### src/rtl/data_break_arbiter.sv
// PDP-8e data-break (DMA) arbiter: fixed-priority selection among NDEV devices,
// performing one single-cycle or three-cycle (WC/CA/B) break per CPU grant.
module data_break_arbiter #(
    parameter int unsigned NDEV = 4
) (
    input  logic               clk,
    input  logic               reset,
    input  logic [NDEV-1:0]    dev_req,
    input  logic [NDEV-1:0]    dev_three_cycle,
    input  logic [NDEV-1:0]    dev_to_mem,
    input  logic [0:15*NDEV-1] dev_addr,
    input  logic [0:12*NDEV-1] dev_wc_addr,
    input  logic [0:3*NDEV-1]  dev_field,
    input  logic [0:12*NDEV-1] dev_wdata,
    input  logic               break_grant,
    input  logic [0:11]        mem_rdata,
    output logic               data_break,
    output logic [0:14]        mem_addr,
    output logic [0:11]        mem_wdata,
    output logic               mem_we,
    output logic [NDEV-1:0]    dev_ack,
    output logic [0:11]        dev_rdata,
    output logic [NDEV-1:0]    dev_wc_ovf,
    output logic               busy
);

    localparam int unsigned SELW = (NDEV > 1) ? $clog2(NDEV) : 1;

    typedef enum logic [3:0] {
        IDLE, REQ, WC_RD, WC_WR, CA_RD, CA_WR, B_ADDR, B_CAP, DONE
    } state_t;

    state_t          state_q, state_d;
    logic [SELW-1:0] sel_q, sel_d;
    logic            three_q, three_d;
    logic            to_mem_q, to_mem_d;
    logic [14:0]     addr_q, addr_d;
    logic [11:0]     wc_q, wc_d;
    logic [2:0]      field_q, field_d;
    logic [11:0]     wdata_q, wdata_d;
    logic [11:0]     ca_q, ca_d;
    logic [11:0]     rdata_q, rdata_d;
    logic            ovf_q, ovf_d;

    logic            win_found;
    logic [SELW-1:0] win_idx;
    logic            win_three;
    logic            win_to_mem;
    logic [14:0]     win_addr;
    logic [11:0]     win_wc;
    logic [2:0]      win_field;
    logic [11:0]     win_wdata;

    logic [11:0]     rd_inc;
    logic [11:0]     ca_loc;
    logic [14:0]     b_addr;

    // Lowest asserted index wins; its request fields are gathered for latching.
    always_comb begin
        win_found  = 1'b0;
        win_idx    = '0;
        win_three  = 1'b0;
        win_to_mem = 1'b0;
        win_addr   = '0;
        win_wc     = '0;
        win_field  = '0;
        win_wdata  = '0;
        for (int unsigned i = 0; i < NDEV; i++) begin
            if (!win_found && dev_req[i]) begin
                win_found  = 1'b1;
                win_idx    = SELW'(i);
                win_three  = dev_three_cycle[i];
                win_to_mem = dev_to_mem[i];
                win_addr   = dev_addr[15*i +: 15];
                win_wc     = dev_wc_addr[12*i +: 12];
                win_field  = dev_field[3*i +: 3];
                win_wdata  = dev_wdata[12*i +: 12];
            end
        end
    end

    assign rd_inc    = mem_rdata + 12'd1;
    assign ca_loc    = wc_q + 12'd1;
    assign b_addr    = three_q ? {field_q, ca_q} : addr_q;
    assign busy      = (state_q != IDLE);
    assign dev_rdata = rdata_q;

    always_comb begin
        state_d    = state_q;
        sel_d      = sel_q;
        three_d    = three_q;
        to_mem_d   = to_mem_q;
        addr_d     = addr_q;
        wc_d       = wc_q;
        field_d    = field_q;
        wdata_d    = wdata_q;
        ca_d       = ca_q;
        rdata_d    = rdata_q;
        ovf_d      = ovf_q;
        data_break = 1'b0;
        mem_addr   = '0;
        mem_wdata  = '0;
        mem_we     = 1'b0;
        dev_ack    = '0;
        dev_wc_ovf = '0;

        case (state_q)
            IDLE: begin
                if (win_found) begin
                    state_d  = REQ;
                    sel_d    = win_idx;
                    three_d  = win_three;
                    to_mem_d = win_to_mem;
                    addr_d   = win_addr;
                    wc_d     = win_wc;
                    field_d  = win_field;
                    wdata_d  = win_wdata;
                    ovf_d    = 1'b0;
                end
            end
            REQ: begin
                data_break = 1'b1;
                if (break_grant) begin
                    state_d = three_q ? WC_RD : B_ADDR;
                end
            end
            WC_RD: begin
                data_break = 1'b1;
                mem_addr   = {3'o0, wc_q};
                state_d    = WC_WR;
            end
            WC_WR: begin
                data_break = 1'b1;
                mem_addr   = {3'o0, wc_q};
                mem_wdata  = rd_inc;
                mem_we     = 1'b1;
                ovf_d      = (rd_inc == 12'd0);
                state_d    = CA_RD;
            end
            CA_RD: begin
                data_break = 1'b1;
                mem_addr   = {3'o0, ca_loc};
                state_d    = CA_WR;
            end
            CA_WR: begin
                data_break = 1'b1;
                mem_addr   = {3'o0, ca_loc};
                mem_wdata  = rd_inc;
                mem_we     = 1'b1;
                ca_d       = rd_inc;
                state_d    = B_ADDR;
            end
            B_ADDR: begin
                data_break = 1'b1;
                mem_addr   = b_addr;
                if (to_mem_q) begin
                    mem_wdata = wdata_q;
                    mem_we    = 1'b1;
                    state_d   = DONE;
                end else begin
                    state_d   = B_CAP;
                end
            end
            B_CAP: begin
                // RAM data for the address presented in B_ADDR arrives here.
                data_break = 1'b1;
                mem_addr   = b_addr;
                rdata_d    = mem_rdata;
                state_d    = DONE;
            end
            DONE: begin
                dev_ack[sel_q]    = 1'b1;
                dev_wc_ovf[sel_q] = ovf_q;
                state_d           = IDLE;
            end
            default: begin
                state_d = IDLE;
            end
        endcase
    end

    always_ff @(posedge clk or negedge reset) begin
        if (!reset) begin
            state_q  <= IDLE;
            sel_q    <= '0;
            three_q  <= 1'b0;
            to_mem_q <= 1'b0;
            addr_q   <= '0;
            wc_q     <= '0;
            field_q  <= '0;
            wdata_q  <= '0;
            ca_q     <= '0;
            rdata_q  <= '0;
            ovf_q    <= 1'b0;
        end else begin
            state_q  <= state_d;
            sel_q    <= sel_d;
            three_q  <= three_d;
            to_mem_q <= to_mem_d;
            addr_q   <= addr_d;
            wc_q     <= wc_d;
            field_q  <= field_d;
            wdata_q  <= wdata_d;
            ca_q     <= ca_d;
            rdata_q  <= rdata_d;
            ovf_q    <= ovf_d;
        end
    end

endmodule

### config.mk
export PLATFORM = sky130hd
export DESIGN_NAME = data_break_arbiter
export DESIGN_NICKNAME = d
export VERILOG_FILES = /design/src/rtl/data_break_arbiter.sv
export SDC_FILE = /design/constraint.sdc
export NUM_CORES = 1
export LEC_CHECK = 0
export ABC_AREA = 1
export CAP_MARGIN = 10
export CORE_MARGIN = 4
export CORE_UTILIZATION = 38
export CTS_CLUSTER_DIAMETER = 60
export CTS_CLUSTER_SIZE = 8
export DETAILED_ROUTE_END_ITERATION = 16
export GPL_TIMING_DRIVEN = 0
export PLACE_DENSITY = 0.78
export SLEW_MARGIN = 30
export SYNTH_ARGS = -nofsm -noshare
export SYNTH_HDL_FRONTEND = slang
export SYNTH_SLANG_ARGS = --single-unit
### constraint.sdc
create_clock -name clk -period 1.6 [get_ports clk]
set_input_delay 0.32 -clock clk [delete_from_list [all_inputs] [get_ports clk]]
set_output_delay 0.32 -clock clk [all_outputs]
set_load 0.1 [all_outputs]
# Word level (Yosys, flattened, before mapping)
# Index checks and enable logic that the tools add are counted.
# word_totals
regBits	75
inputBits	195
elab_cells	94
# classes
n_addsub	2
order_cmp	2
eq_ne	10
n_mux	49
bitwise	1
n_reduce_logical	19
# op_table
operator	count
$mux 12	9
$mux 15	5
$pmux 15 s3	1
$pmux 4 s8	1
$add 12x1->12 const B	2
$pmux 12 s2	1
$mux 4	5
$mux 1	17
$eq 4x3->1 const B	4
$mux 3	5
$logic_not 12->1	1
$eq 4x2->1 const B	2
$reduce_or 2->1	4
$reduce_or 7->1	1
$reduce_and 2->1	3
$and 4x4->4	1
$eq 4x1->1 const B	1
$eq 4x4->1 const B	1
$logic_and 1x1->1	4
$logic_not 4->1	1
$mux 2	2
$ne 2x2->1 const B	2
$pmux 1 s2	2
$reduce_bool 4->1	1
other kinds (5)	7

# Depth between registers and ports, before layout
# Gate-level depths: netlist (run 1).
# depth
depth_word	12
depth_mapped	11
ltp_nobuf	11

# Worst setup path after synthesis (run 1)
# Ideal clock, no wire load.
# synth_timing
kind	register -> output
startpoint	register state_q[1]
endpoint	output dev_wc_ovf[0]
arrival_ns	3.748
required_ns	1.280
setup_slack_ns	-2.468
stages_incl_launch_ff	6
path_cell_list	dfrtp_1 nor2_1 inv_2 nor2_1 nand2_1 nor4_1
# synth_via
elab_chain_len	2
# synth_rtl
element	line	text
from (decl)	33	state_t state_q, state_d;
from (signal assigned)	196	state_q <= state_d;
$eq 4x4->1	107	case (state_q)
$mux 4	107	
to (decl)	23	output logic [NDEV-1:0] dev_wc_ovf,
# Every way passes these cells.

# Final worst setup path (run 1)
# layout_timing
startpoint	register state_q[3]
endpoint	output mem_wdata[7] (netlist bit)
# layout_via
elab_chain_len	3
# layout_rtl
element	line	text
$eq 4x3->1 or $eq 4x2->1 (tied branches)	107	
$reduce_or 2->1 (no source line)	n/a	
$pmux 12 s2 (*)	107	
to (decl)	19	output logic [0:11] mem_wdata,
# Mark *: on every way between the ends. The rest lies on a longest branch, timed or not.

==> results of run 1 <==
==> tightest hold or removal path, cell delays in order <==
cell and delay (ps):
dlymetal6s2s_1 170, inv_1 110, o21ai_0 80
==> worst paths after layout <==
check / slack [ps] / to
min in group asynchronous: 480 / wdata_q[6]
min reg2reg: 480 / dev_rdata[0]
max: -680 / mem_wdata[7]
max in group asynchronous: 510 / wc_q[5]
max reg2reg: -540 / wc_q[0]
min: 390 / dev_rdata[8]
==> timing repair <==
item                                    4_1_cts  5_1_grt
endpoints found under the setup margin      108      115
setup buffers                                52       19
endpoints found under the hold margin        34        0
pin swaps                                    36       21
resized for setup                           455       87
hold buffers                                  1        0
gates cloned                                  5        3
==> where the power goes <==
group          internal (mW)  switching [mW]  leakage [nW]
Combinational           5.99            9.60          3.32
Clock                   1.21           0.892         0.143
Sequential              2.85           0.908         0.893
==> area by class of cell <==
class | instances | share of cell area (%)
clock inverters | 6 | 0.635
flip-flops and latches | 75 | 18.4
repair buffers | 320 | 35.1
plain buffers | 46 | 3.41
clock buffers | 10 | 2.24
inverters | 57 | 2.35
well taps | 176 | 2.15
multi-input cells | 565 | 35.7
==> through the flow <==
step	worst slack (ps)	util [%]	power [mW]	hold slack (ps)	cell area, µm²
2_1_floorplan	-1070	-	11.8	24.4	5650
3_3_place_gp	-2340	62.4	14.6	460	8300
3_5_place_dp	-1900	62.5	14.7	306	8310
4_1_cts	-580	73.5	19.7	376	9770
5_1_grt	-712	77.0	22.1	399	10200
6_report	-678	77.0	21.5	391	10200
==> cells in the final DEF, fill, tap and decap left out, types with 5 or more instances in the layout <==
cell type | synthesis | final
inv_2 | 9 | 9
nand4_1 | 49 | 49
buf_2 | 9 | 7
o21ai_0 | 26 | 14
clkbuf_2 | 0 | 5
nor2_2 | 4 | 6
a31oi_1 | 19 | 18
inv_1 | 48 | 41
nor3_4 | 1 | 7
buf_6 | 5 | 40
clkdlybuf4s50_1 | 0 | 187
nand2_2 | 1 | 14
clkbuf_16 | 0 | 13
nand2_1 | 208 | 189
nand3_2 | 0 | 5
dfrtp_2 | 0 | 7
o211ai_1 | 26 | 26
a21oi_1 | 31 | 23
clkbuf_1 | 24 | 17
nand3_1 | 68 | 59
clkdlybuf4s15_2 | 0 | 8
buf_12 | 0 | 36
o22ai_4 | 0 | 9
nor2_1 | 52 | 39
buf_4 | 3 | 40
o21ai_2 | 3 | 11
o21ai_4 | 0 | 6
nor2_4 | 4 | 15
o21ai_1 | 22 | 20
buf_8 | 0 | 7
a21oi_2 | 0 | 5
dfrtp_1 | 75 | 68
==> logic make-up after synthesis <==
family	count (synthesis)	synth area share [%]
simple gates	406	35.3
mux	5	1.01
compound gates	147	17.4
buf+inv	103	8.62
flops	75	36.2
fa+ha+maj	3	0.725
xor+xnor	4	0.676
==> routing by layer <==
| metal | up-vias | track usage, % | wire length [µm] |
|---|---|---|---|
| li1 | 3234 | - | - |
| met1 | 3315 | 32.2 | 8860 |
| met2 | 474 | 51.3 | 12600 |
| met3 | 112 | 6.22 | 2330 |
| met4 | 0 | 12.5 | 1290 |
| met5 | - | 0 | 0 |
==> synth_stat cells (4+ instances only) <==
| library cell | count | area share (%) |
|---|---|---|
| nand2_1 | 208 | 15 |
| buf_1 | 5 | 0.36 |
| nand3_1 | 68 | 6.6 |
| buf_6 | 5 | 1.1 |
| nor2_1 | 52 | 3.8 |
| inv_1 | 48 | 3.5 |
| a31oi_1 | 19 | 2.3 |
| nor2_4 | 4 | 0.87 |
| nor2_2 | 4 | 0.48 |
| nor3_1 | 8 | 0.77 |
| o22ai_1 | 9 | 1.1 |
| o21ai_0 | 26 | 2.5 |
| buf_2 | 9 | 0.87 |
| a21oi_1 | 31 | 3.0 |
| o211ai_1 | 26 | 3.8 |
| clkbuf_1 | 24 | 1.7 |
| nor4_1 | 5 | 0.60 |
| dfrtp_1 | 75 | 36 |
| nand4_1 | 49 | 5.9 |
| inv_2 | 9 | 0.65 |
| a31oi_2 | 4 | 0.97 |
| o21ai_1 | 22 | 2.1 |
| or2_2 | 4 | 0.48 |
==> flip-flops by register name (all words and copies together) (netlist names), 2 cells and up <==
signal / flops
addr_q: 15
ca_q: 12
dev_rdata: 12
field_q: 3
sel_q: 2
state_q: 4
wc_q: 12
wdata_q: 12
==> reports/qor.yml, run 1 <==
logic_synthesis:
  synth-async-reset-ratio_pct: 100
  synthesis.nets: 941
  synth_edf_count: 0
  ys_types: 39
  syn_inst: 743
  avgSynthCellArea_um2: 6.97
  yosysSeqAreaShare_pct: 36.2
  syn-cell-area_mm2: 0.00518
  yosysWarnings: 0
  yosys_register_bits: 75
  synth_ff_type: "dfrtp_1"
worst_setup_path:
  critPathRequiredTime_ps: 1280
  crit_path_start: "state_q[3]"
  cpMaxStageDelayCell: "dfrtp_1"
  worstPathCellList: "inv_2 > nand2_4 > nor2_4 > inv_4 > nor2_4 > nor2_4 > buf_12 > o22ai_4 > buf_12"
  worst_setup_path_end_kind: "output pin"
  critPathMostFrequentCell: "nor2_4"
  cp_max_fo: 6
  r2r-start: "state_q[3]"
  path_class: "flip-flop to output pin"
  path_delay_family: "buffers and inverters"
  max_stage_delay_ps: 410
  worst-path-buf-inv: 4
  arrival_ps: 1960
  cp-start-kind: "flip-flop"
  crit_cells: 9
  worstRegToRegCells: 15
clocking:
  clk_path_buf_depth: 2
  clkSlewWorstSetupHoldPaths_ps: 60
  clock_sinks: 75
  cts_tree: "done"
  ctsHtreeMaxLevel: 3
  numCtsBuffers: 9
  clk-insertion-delay-late_ps: 350
  root_buffer: "clkbuf_16"
drt:
  route.detailed.drc: 0
  ant_nets: 0
  dr.pass1.iters: 5
  detail_route.wl_per_cell_um: 20.0
  totalWireLength_um: 25100
  drtIter0Drc: 572
  vias_per_cell: 5.69
  vias: 7135
timing:
  fmax_mhz: 439
  finalSetupViolCount: 99
  max_slew_margin_pct: 61.2
  hold_viol: 0
  rsz0062_at_grt: "true"
  setup_slack_ps: -678
  fin_crit_ps: 2280
  final.period_utilization_pct: 142
  skew_ps: 7.16
  tns_ps: -43740
  slew_violations: 0
  worst_pin_slew_ps: 583
run_status:
  status: "finished with violations"
  violations: "setup timing"
power_and_ir_drop:
  cellLeakagePower_nw: 4.36
  powerDensity_mw_per_mm2: 2100
  vdd_ir_drop_max_mv: 1.03
floorplanning:
  rows: 42
  die_width_um: 125
  ios: 245
  die_area_mm2: 0.0156
  die_y_um: 125
  core_region_area_mm2: 0.0133
  start_util_pct: 39.0
global_routing:
  grt.overflow.total: 0
  grt_max_degree: 42
  grt_pass1_vias: 6885
  antenna_found_initial: 0
  grt_first_pass_wirelength_um: 35500
  track_usage_pct: 28.5
hold_path:
  whs_path_depth: 3
  min_from: "mem_rdata[8]"
  hold_class: "input pin to flip-flop"
finish:
  nNetsFinal: 1272
  fill_cells: 837
  post_route_cells_drive_above_1_share_pct: 28.8
  multi_input_area_mm2: 0.00365
  n_antenna_cell: 0
  area.growth.synth_to_final_pct: 97.6
  finalNonFillerCells: 1255
  seqCellArea_mm2: 0.00189
job:
  maxCapViolations: 0
place:
  place_hpwl_um: 16100
  routabilityCongestion: 0.939
  post-place-cells: 1163
  io_buffers: 243
Power figures use the tool's default switching activity.
==> run 2, diff against run 1 <==
--- a/config.mk
+++ b/config.mk
@@ -14,6 +14,7 @@
 export DETAILED_ROUTE_END_ITERATION = 16
 export GPL_TIMING_DRIVEN = 0
 export PLACE_DENSITY = 0.78
+export RECOVER_POWER = 25
 export SLEW_MARGIN = 30
 export SYNTH_ARGS = -nofsm -noshare
 export SYNTH_HDL_FRONTEND = slang
==> reports/qor.yml, run 2 (synthesized netlist as in run 1, its figures left out) <==
place:
  routabilityCongestion: 0.939  # unchanged
  io_buffers: 243  # unchanged
  post_dp_cell_area_mm2: 0.00831  # unchanged
  place_hpwl_um: 16100  # unchanged
  post-place-cells: 1163  # unchanged
finish:
  finalNonFillerCells: 1255  # unchanged
  fill_cells: 838  # +0.12%
  nNetsFinal: 1272  # unchanged
  area.growth.synth_to_final_pct: 97.6  # about the same
  n_antenna_cell: 0  # unchanged
  largest_reg_flops: 15  # unchanged
  most-common-layout-cells: "nand2_1 (189), clkdlybuf4s50_1 (187), dfrtp_1 (68)"
  final_common_cell: "nand2_1"
  regMostFlops: "addr_q"
  post_route_cells_drive_above_1_share_pct: 28.8  # unchanged
  final_area_mm2: 0.0102  # about the same
worst_setup_path:
  r2r-start: "state_q[3]"
  worst-path-buf-inv: 4  # unchanged
  cpMaxStageDelayCell: "dfrtp_1"
  path_class: "flip-flop to output pin"
  crit_cells: 9  # unchanged
  critPathRequiredTime_ps: 1280  # about the same
  path_delay_family: "buffers and inverters"
  cp-start-kind: "flip-flop"
  worst_setup_path_end_kind: "output pin"
  worstPathCellList: "inv_2 > nand2_4 > nor2_4 > inv_4 > buf_4 > a21oi_2 > o21ai_1 > o211ai_1 > buf_6"
  cp_max_fo: 4  # -2
  r2r-end: "wc_q[0]"
  arrival_ps: 1960  # about the same
  worstRegToRegCells: 15  # unchanged
  crit_end: "mem_addr[11]"
  reg2reg_slack_ps: -550  # about the same
  crit_path_start: "state_q[3]"
  max_stage_delay_ps: 400  # about the same
clocking:
  clk_path_buf_depth: 2  # unchanged
  root_buffer: "clkbuf_16"
  cts_tree: "done"
  numCtsBuffers: 9  # unchanged
  clock_sinks: 75  # unchanged
  clkSlewWorstSetupHoldPaths_ps: 60  # about the same
  clk-insertion-delay-late_ps: 340  # about the same
  ctsHtreeMaxLevel: 3  # unchanged
drt:
  dr.pass1.iters: 5  # unchanged
  route.detailed.drc: 0  # unchanged
  detail_route.wl_per_cell_um: 20.0  # about the same
  drtIter0Drc: 571  # -0.17%
  totalWireLength_um: 25100  # about the same
  vias: 7112  # -0.32%
  vias_per_cell: 5.67  # -0.32%
  ant_nets: 0  # unchanged
power_and_ir_drop:
  cellLeakagePower_nw: 4.35  # about the same
  powerDensity_mw_per_mm2: 2100  # about the same
  vdd_ir_drop_max_mv: 1.03  # +0.18%
global_routing:
  grt_max_degree: 42  # unchanged
  grt.overflow.total: 0  # unchanged
  track_usage_pct: 28.5  # unchanged
  grt_pass1_vias: 6885  # unchanged
  antenna_found_initial: 0  # unchanged
  grt_first_pass_wirelength_um: 35500  # unchanged
timing:
  fin_crit_ps: 2280  # -2.93 ps
  slew_violations: 0  # unchanged
  finalSetupViolCount: 99  # unchanged
  skew_ps: 6.87  # -0.290 ps
  rsz0062_at_grt: "true"
  hold_viol: 0  # unchanged
  max_slew_margin_pct: 38.0  # -23 points
  tns_ps: -43550  # +188 ps
  worst_pin_slew_ps: 931  # +348 ps
  fmax_mhz: 440  # +0.13%
  setup_slack_ps: -675  # +2.93 ps
  final.period_utilization_pct: 142  # -0.18 points
run_status:
  status: "finished with violations"
  violations: "setup timing"
floorplanning:
  core_region_area_mm2: 0.0133  # unchanged
  rows: 42  # unchanged
  die_width_um: 125  # unchanged
  die_area_mm2: 0.0156  # unchanged
  ios: 245  # unchanged
  die_y_um: 125  # unchanged
  start_util_pct: 39.0  # unchanged
job:
  maxCapViolations: 0  # unchanged
hold_path:
  hold_class: "input pin to flip-flop"
-- run 2: cell count changes in the layout (fill, tap and decap cells not counted), sizes merged --
cell    previous run  this run
buf              134       133
clkbuf            38        39
-- run 2: timing repair --
item / CTS / global route
gates resized for setup: 455 / 87
setup buffers: 52 / 19
hold buffers: 1 / 0
pin swaps: 36 / 21
hold endpoints to repair: 34 / 0
cloned: 5 / 3
endpoints found under the setup margin: 108 / 115
-- run 2: report_power, final --
| part | internal (mW) | leakage, nW | total (mW) | switching, mW |
|---|---|---|---|---|
| Sequential | 2.85 | 0.893 | 3.76 | 0.908 |
| Combinational | 5.99 | 3.32 | 15.6 | 9.61 |
| Clock | 1.21 | 0.143 | 2.10 | 0.882 |
-- run 2: final cells by class --
class	instances	area [µm²]	area share, %
timing repair buffer	320	3590	35.1
multi-input combinational	565	3650	35.7
sequential	75	1890	18.4
clock inverter	6	65.1	0.636
clock buffer	10	229	2.24
tap	176	220	2.15
buffer	46	349	3.41
inverter	57	240	2.35
-- run 2: metrics by stage --
| stage | util (%) | hold WS [ps] | power, mW | worst slack, ps |
|---|---|---|---|---|
| 3_5_place_dp | 62.5 | 306 | 14.7 | -1900 |
| 6_report | 77.0 | 392 | 21.5 | -675 |
| 4_1_cts | 73.5 | 376 | 19.7 | -580 |
| 5_1_grt | 77.0 | 399 | 22.1 | -712 |
| 2_1_floorplan | - | 24.4 | 11.8 | -1070 |
| 3_3_place_gp | 62.4 | 460 | 14.6 | -2340 |
-- run 2: routing by layer --
layer / up-vias / global-route usage [%] / part of all wire [%]
met5: - / 0 / 0
met4: 0 / 12.5 / 5.3
met3: 115 / 6.22 / 8.5
met2: 440 / 51.3 / 50
met1: 3325 / 32.2 / 36
li1: 3232 / - / -
-- run 2: worst register-to-register path, cell delays in order (launching register included) --
cell	delay (ps)
dfrtp_1	400
buf_6	130
nor2_4	130
inv_4	70
buf_6	110
buf_6	100
buf_6	110
nor2_4	120
buf_6	130
nand2_8	60
inv_4	70
buf_12	130
buf_4	130
buf_8	110
o211ai_1	150
nand2_1	120
-- run 2: worst min path at each step --
| stage | cells past startpoint | slack, ps | to | start |
|---|---|---|---|---|
| global placement | 2 | 460 | ca_q[2] | ca_q[2] |
| finish | 3 | 390 | dev_rdata[8] | mem_rdata[8] |
| global route | 3 | 400 | dev_rdata[8] | mem_rdata[8] |
| floorplan | 0 | 20 | addr_q[0] | reset |
| CTS | 3 | 380 | wc_q[3] | dev_req[3] |
| detailed placement | 1 | 310 | wdata_q[6] | reset |
